[config.mk]
export PLATFORM = sky130hd
export DESIGN_NAME = pc_redirect_ctrl
export DESIGN_NICKNAME = d
export VERILOG_FILES = /design/src/rtl/pc_redirect_ctrl_pkg.sv /design/src/rtl/pc_redirect_ctrl.sv
export SDC_FILE = /design/constraint.sdc
export NUM_CORES = 1
export LEC_CHECK = 0
export ABC_CLOCK_PERIOD_IN_PS = 3300
export BUFFER_PORTS_ARGS = -buffer_cell sky130_fd_sc_hd__buf_2
export CAP_MARGIN = 20
export CORE_MARGIN = 2
export CORE_UTILIZATION = 43
export CTS_CLUSTER_SIZE = 16
export DETAILED_ROUTE_END_ITERATION = 10
export GPL_ROUTABILITY_DRIVEN = 1
export PLACE_DENSITY = 0.88
export SLEW_MARGIN = 20
export SYNTH_ARGS = -nofsm -noshare
export SYNTH_HDL_FRONTEND = slang
export SYNTH_SLANG_ARGS = --single-unit
export TNS_END_PERCENT = 100
[constraint.sdc]
create_clock -name i_clk -period 3.3 [get_ports i_clk]
set_input_delay 0.495 -clock i_clk [delete_from_list [all_inputs] [get_ports i_clk]]
set_output_delay 0.495 -clock i_clk [all_outputs]
set_load 0.05 [all_outputs]
[src/rtl/pc_redirect_ctrl_pkg.sv]
// Shared types and constants for the PC redirect controller.
package pc_redirect_ctrl_pkg;

    // Redirect sequencing states: wait for a redirect, kill the younger
    // stages, then offer the captured target to fetch.
    typedef enum logic [1:0] {
        redir_idle     = 2'd0,
        redir_flush    = 2'd1,
        redir_redirect = 2'd2
    } rv32_redirect_state;

    localparam int unsigned REDIR_ADDR_W = 32;
    localparam int unsigned REDIR_CNT_W  = 4;

    // Legal range for the flush length; the counter is 4 bits wide.
    localparam int unsigned FLUSH_CYCLES_MIN = 1;
    localparam int unsigned FLUSH_CYCLES_MAX = 15;

    function automatic bit flush_cycles_legal(input int unsigned n);
        return (n >= FLUSH_CYCLES_MIN) && (n <= FLUSH_CYCLES_MAX);
    endfunction

endpackage

[src/rtl/pc_redirect_ctrl.sv]
// PC redirect controller: grants interrupts at an instruction boundary,
// captures the branch unit's resolved target, flushes IF/ID for a fixed
// number of cycles and then hands the target to fetch via valid/ready.
module pc_redirect_ctrl
    import pc_redirect_ctrl_pkg::*;
#(
    parameter int unsigned FLUSH_CYCLES = 2
) (
    input  logic                    i_clk,
    input  logic                    i_rst,
    input  logic                    i_ex_valid,
    input  logic                    i_int_pending,
    input  logic [REDIR_ADDR_W-1:0] i_int_vector,
    output logic                    o_int_taken,
    output logic [REDIR_ADDR_W-1:0] o_int_addr,
    output logic                    o_int_ack,
    input  logic                    i_branch_taken,
    input  logic [REDIR_ADDR_W-1:0] i_branch_addr,
    output logic                    o_flush,
    output logic                    o_fetch_hold,
    output logic                    o_redirect_valid,
    output logic [REDIR_ADDR_W-1:0] o_redirect_addr,
    input  logic                    i_redirect_ready,
    output logic                    o_busy
);

    // Reject an unsupported flush length when the design is elaborated.
    generate
        if (!flush_cycles_legal(FLUSH_CYCLES)) begin : g_bad_flush_cycles
            $error("pc_redirect_ctrl: FLUSH_CYCLES must be in 1..15");
        end
    endgenerate

    // Counter load value: FLUSH reaches zero after FLUSH_CYCLES cycles.
    localparam logic [REDIR_CNT_W-1:0] FLUSH_LOAD = REDIR_CNT_W'(FLUSH_CYCLES - 1);

    rv32_redirect_state      state_q, state_d;
    logic [REDIR_CNT_W-1:0]  cnt_q, cnt_d;
    logic [REDIR_ADDR_W-1:0] addr_q, addr_d;
    logic                    int_flag_q, int_flag_d;
    logic                    ack_q, ack_d;

    // Interrupt grant is a pure function of state and interrupt inputs, so
    // the branch unit can feed it back as i_branch_taken without a loop.
    logic int_grant;
    assign int_grant = (state_q == redir_idle) & i_int_pending & i_ex_valid;

    // State, counter, target and interrupt-flag registers; reset wins.
    always_ff @(posedge i_clk) begin
        if (i_rst) begin
            state_q    <= redir_idle;
            cnt_q      <= '0;
            addr_q     <= '0;
            int_flag_q <= 1'b0;
            ack_q      <= 1'b0;
        end else begin
            state_q    <= state_d;
            cnt_q      <= cnt_d;
            addr_q     <= addr_d;
            int_flag_q <= int_flag_d;
            ack_q      <= ack_d;
        end
    end

    // Next-state logic: capture in IDLE, count down in FLUSH, wait for the
    // fetch handshake in REDIRECT. Redirect requests outside IDLE are
    // wrong-path and dropped.
    always_comb begin
        state_d    = state_q;
        cnt_d      = cnt_q;
        addr_d     = addr_q;
        int_flag_d = int_flag_q;
        ack_d      = 1'b0;
        unique case (state_q)
            redir_idle: begin
                if (i_branch_taken) begin
                    addr_d     = i_branch_addr;
                    int_flag_d = int_grant;
                    ack_d      = int_grant;
                    cnt_d      = FLUSH_LOAD;
                    state_d    = redir_flush;
                end
            end
            redir_flush: begin
                if (cnt_q == '0) begin
                    state_d = redir_redirect;
                end else begin
                    cnt_d = cnt_q - REDIR_CNT_W'(1);
                end
            end
            redir_redirect: begin
                if (i_redirect_ready) begin
                    int_flag_d = 1'b0;
                    state_d    = redir_idle;
                end
            end
            default: begin
                state_d = redir_idle;
            end
        endcase
    end

    // Output decode from the registered state; target register is always
    // visible so fetch sees a stable address throughout REDIRECT.
    always_comb begin
        o_int_taken      = int_grant;
        o_int_addr       = i_int_vector;
        o_int_ack        = ack_q & int_flag_q;
        o_flush          = (state_q == redir_flush);
        o_fetch_hold     = (state_q == redir_flush) | (state_q == redir_redirect);
        o_redirect_valid = (state_q == redir_redirect);
        o_redirect_addr  = addr_q;
        o_busy           = (state_q != redir_idle);
    end

endmodule
==> results of run 1 <==
==> final cells by class <==
type / instances / area (um^2) / share of cell area [%]
Clock buffer: 6 / 72.57 / 3.496
Clock inverter: 1 / 5.005 / 0.2411
Inverter: 5 / 18.77 / 0.9042
Multi-Input combinational cell: 141 / 725.7 / 34.96
Sequential cell: 40 / 800.8 / 38.58
Tap cell: 50 / 62.56 / 3.014
Timing Repair Buffer: 77 / 390.4 / 18.81
==> state kept, by name, summed over array words and instances (netlist names) <==
register	flops
o_redirect_addr	32
state_q	2
ack_q	1
int_flag_q	1
cnt_q	4
==> final timing paths <==
path / from / endpoint / slack, ps / cells past startpoint
max: state_q[1]$_SDFFE_PP0P_ / o_flush / 1340 / 3
min: i_branch_addr[27] / o_redirect_addr[27]$_SDFFE_PP0P_ / 450 / 3
max reg2reg: state_q[1]$_SDFFE_PP0P_ / int_flag_q$_SDFFE_PP0P_ / 1360 / 6
min reg2reg: o_redirect_addr[12]$_SDFFE_PP0P_ / o_redirect_addr[12]$_SDFFE_PP0P_ / 450 / 2
==> metal layers <==
metal	track usage (%)	share of wire [%]	vias to the layer above
li1	-	-	798
met1	17.02	41	714
met2	28.63	50	62
met3	5.087	7.1	16
met4	7.407	2.1	0
met5	0	0	-
==> layout by cell type, fill, tap and decap left out, types with 3 or more instances in the layout <==
master    synthesis  layout
nor3b_1           3       3
dfxtp_1          40      40
nor2b_1           3       3
nand2_1          66      66
a21oi_1          36      36
clkbuf_8          0       5
ha_1              6       6
nand3_1           3       3
o21ai_0           3       3
inv_1             5       5
buf_2             3      75
==> synthesized netlist by cell type (all sizes together), types with 3 or more instances <==
cell type  number  area share (%)
nand2          66              14
dfxtp          40              44
a21oi          36             9.8
buf            35              14
clkbuf          9             1.8
ha              6             4.1
inv             5             1.0
nand3           3            0.82
nor2b           3             1.0
nor3b           3             1.2
o21ai           3            0.82
==> power by group <==
part	leakage (uW)	total, uW	internal (uW)	switching (uW)
Sequential	0.000328	646	587	59.6
Clock	0.0000410	294	144	150
Combinational	0.000601	1030	282	744
Total	0.000970	1970	1010	954
==> per-stage QoR <==
step	std cells	total power, uW	instance area (um^2)
after floorplan	230	1577	1834
after global placement	313	1665	1998
after detailed placement	313	1690	1998
after CTS	320	1992	2076
after global routing	320	2104	2076
final	320	1966	2076
==> worst min-delay path: stages <==
cell and delay, ps:
buf_2 90, nand2_1 40, a21oi_1 50
==> cell families after synthesis <==
logic type	synth area share (%)
buffers and inverters	16.78
multiplexers	0.5457
AND/OR/NAND/NOR	21.49
adder cells (fa/ha/maj)	4.093
flip-flops	43.66
AO/OA/AOI/OAI	13.44
==> impl_metrics.ini, run 1 <==
[run_status]
status = completed

[sta]
hold_violations = 0
finalWorstSetupSlack_ps = 1339
holdWs_ps = 445.2
period_share_pct = 59.42
slew_headroom_pct = 52.60
worstMarginPinSlew_ps = 710.9
setup_viol_count_final = 0
setup-tns-final_ps = 0
skew_ps = 1.678
min_period_ps = 1961
rsz0062_at_grt = no
fmax_ghz = 0.5100
slew_violations = 0

[yosys]
synth_area_um2 = 1834
syn-num-nets = 306
synthFlopType = dfxtp_1
seq_area_frac_synth_pct = 43.66
synth_edf_count = 0
yosys_warnings = 0
synth.distinct_cells = 27
syn_avg_cell_area_um2 = 7.975
syn_inst = 230
synth_seq_cells = 40
async_flop_share_pct = 0

[setup_path]
path_class = reg -> out
critPathRequiredTime_ps = 2800
cp_cell_sequence = inv_1, ha_1, buf_2
crit_family = buffers and inverters
slowest_stage = ha_1
worstPathMaxFanout = 11
start_kind = flip-flop
cp.arrival_ps = 1470
cp.buffers_inverters = 2
endpoint_kind = output port
cpPeakStageDelay_ps = 410

[route]
drt_iter0_drc = 36
first_pass_iters = 4
wl_per_cell_um = 12.03
vias = 1590
drc = 0
vias_per_cell = 4.969
drt_wl_total_um = 3848
ant_nets = 0

[clocking]
cts_buffer_depth = 2
cts_buffers = 5
clock_latency_ps = 280
cts_tree = built
hold_buffers = 0
cts-resized-gates = 0
numClockSinks = 40
cts.htree.levels = 2
clkSlewWorstSetupHoldPaths_ps = 70
root_buffer = clkbuf_8
postCtsSetupBuffers = 0

[grt]
antenna_found_initial = 0
grt-ovfl-total = 0
grt_pass1_vias = 1524
grt_max_degree = 41
grt_use_total_pct = 16.01
grt_pass1_wl_um = 6354

[layout]
insertedDiodeCount = 0
fin_nets = 346
final_core_util_pct = 51.16
area_growth_pct = 13.17
fill_cells = 391
drive_gt1_share_pct = 31.85

[die]
core_um2 = 4058
initial_utilization_pct = 45.21
fp-row-count = 23
dieWidth_um = 69.31
die_area_um2 = 4804
die-height_um = 69.31
ioPinCount = 140

[placement]
globalplace.congestion = 0.7986
dp_hpwl_um = 2842
io_buffers = 75
place_ws_ps = 1333

[run]
drv_cap = 0

[power_and_ir_drop]
peakVddDrop_mv = 0.3522
powerDensity_nw_per_um2 = 947.2
leakagePower_uw = 0.0009696

[hold_path]
hp-class = in -> reg
No activity file was read; power rests on OpenSTA's default activity.
==> run 2: changes to the inputs <==
ABC_AREA = 1   (was unset)
ABC_CLOCK_PERIOD_IN_PS = 1800   (was 3300)
CORE_UTILIZATION = 36   (was 43)
PLACE_DENSITY = 0.78   (was 0.88)
clock period = 1.8 ns   (was 3.3 ns; I/O delays follow)
==> impl_metrics.ini, run 2 <==
[run_status]
status = completed

[setup_path]
start_kind = flip-flop
worstPathMaxFanout = 8
endpoint_kind = output port
path_class = reg -> out
cp.arrival_ps = 1420
critPathRequiredTime_ps = 1530

[route]
drt_wl_total_um = 3744
drc = 0
wl_per_cell_um = 10.31
first_pass_iters = 4
drt_iter0_drc = 53
vias = 1574
vias_per_cell = 4.336
ant_nets = 0

[grt]
grt_use_total_pct = 13.13
grt_pass1_vias = 1370
grt_pass1_wl_um = 5775
grt_max_degree = 34
antenna_found_initial = 0
grt-ovfl-total = 0

[yosys]
synth_edf_count = 0
synthTopCellsByArea = dfxtp_1, nor2_1, buf_4
synth.distinct_cells = 20
synth_top_family_by_area = simple AND/OR/NAND/NOR gates
synth-simple-area-share_pct = 23.06
syn_avg_cell_area_um2 = 7.512
synthFlopType = dfxtp_1
syn_inst = 247
synth-adder-area-share_pct = 4.046
synth_area_um2 = 1856
yosys_warnings = 0
synth_xor_xnor_area_share_pct = 0
synth_common_cells = nor2_1, dfxtp_1, buf_4
syn-num-nets = 323
seq_area_frac_synth_pct = 43.16
netlist.area_leader.share_pct = 43.16
async_flop_share_pct = 0
synth_most_common_cell = nor2_1
synth-compound-area-share_pct = 9.980
synth_seq_cells = 40
yosysTopAreaCell = dfxtp_1
synthMuxAreaShare_pct = 0

[die]
die_area_um2 = 5745
dieWidth_um = 75.80
ioPinCount = 140
core_um2 = 5042
initial_utilization_pct = 36.80
die-height_um = 75.80
fp-row-count = 26

[sta]
slew_violations = 0
fmax_ghz = 0.5921
rsz0062_at_grt = no
setup_viol_count_final = 0
slew_headroom_pct = 79.18
min_period_ps = 1689
skew_ps = 3.371
period_share_pct = 93.82
finalWorstSetupSlack_ps = 111.2
setup-tns-final_ps = 0
worstMarginPinSlew_ps = 312.2
hold_violations = 0

[clocking]
postCtsSetupBuffers = 0
numClockSinks = 40
cts.htree.levels = 2
clock_latency_ps = 280
cts_buffer_depth = 2
clkSlewWorstSetupHoldPaths_ps = 70
cts_tree = built
root_buffer = clkbuf_8
cts_buffers = 5

[power_and_ir_drop]
peakVddDrop_mv = 0.9680
p_sw_uw = 2058
p_int_uw = 2037
powerDensity_nw_per_um2 = 1890
pwr-share-comb_pct = 54.4
seqPwrFrac_pct = 31.0
leakagePower_uw = 0.001118
switching_share_pct = 50.25
finalPower_uw = 4095
power_frac_clock_pct = 14.6

[layout]
largest_reg_flops = 32
insertedDiodeCount = 0
fin_nets = 368
area_growth_pct = 16.79
layout_common_cells = nor2_1, buf_2, dfxtp_1
drive_gt1_share_pct = 32.42

[run]
drv_cap = 0

[placement]
dp_hpwl_um = 2734
io_buffers = 75
place_ws_ps = 249.3
globalplace.congestion = 0.8474

[hold_path]
hp-class = in -> reg
==> run 2: changes by cell type after synthesis, sizes merged, moves of 3 or more <==
| cell | change |
|---|---|
| nor3b | -3 |
| nand2 | -45 |
| clkbuf | -5 |
| a21oi | -32 |
| nor2 | +73 |
| o21ai | +30 |
| nand3 | +3 |
| inv | +11 |
| nor2b | -3 |
==> run 2: metal layers <==
metal  wire [um]  vias to the layer above  global-route usage, %
li1            -                      830                      -
met5           0                        -                      0
met1        1701                      677                  14.98
met3         310                        9                  4.365
met2        1683                       58                  22.89
met4          48                        0                  4.483
==> run 2: cell type report <==
type | count | area (um^2)
sequential | 40 | 800.8
clock inverter | 2 | 10.01
inverter | 17 | 65.06
timing repair buffer | 79 | 420.4
clock buffer | 6 | 82.58
fill | 508 | 2875
tap | 70 | 87.58
multi-input combinational | 149 | 700.7
==> run 2: critical path, stage by stage, from the launching register on <==
cell and delay (ps):
dfxtp_1 310, inv_1 150, ha_1 350, buf_2 320
==> run 2: logic make-up (layout without fill, tap and decap cells) <==
family	count (synthesis)	in the layout
simple gates	106	106
buf+inv	58	104
flops	40	40
compound gates	37	37
fa+ha+maj	6	6
==> run 2: timing repair <==
item                                    in CTS  in global routing
hold buffers                                 0                  0
resized for setup                            1                  2
endpoints found under the setup margin       1                  1
cloned                                       0                  0
==> run 2: power by group through the flow <==
stage	combinational, uW	clock, uW	sequential (uW)
after detailed placement	2220	0	1290
after global routing	2470	660	1300
after floorplan	1270	0	1990
final	2230	598	1270
after global placement	2180	0	1280
after CTS	2220	625	1270
==> run 2: path summary, 6_finish.rpt <==
kind                                                  startpoint                               end  slack, ps  cells after the start
worst max-delay path                     state_q[1]$_SDFFE_PP0P_                           o_flush        110                      3
worst min-delay path                                       i_rst           state_q[0]$_SDFFE_PP0P_        200                      2
worst max register to register           state_q[1]$_SDFFE_PP0P_             cnt_q[3]$_SDFFE_PP0P_        350                      8
worst min register to register  o_redirect_addr[19]$_SDFFE_PP0P_  o_redirect_addr[19]$_SDFFE_PP0P_        480                      2
==> run 2: per-stage QoR <==
| step | hold slack, ps | area (um^2) | util [%] | instances |
|---|---|---|---|---|
| floorplan | 339.1 | 1856 | - | 247 |
| CTS | 179.6 | 2155 | 42.73 | 363 |
| finish | 196.5 | 2167 | 42.98 | 363 |
| global route | 201.3 | 2167 | 42.98 | 363 |
| global placement | 460.9 | 2059 | 40.84 | 355 |
| detailed placement | 466.5 | 2059 | 40.84 | 355 |
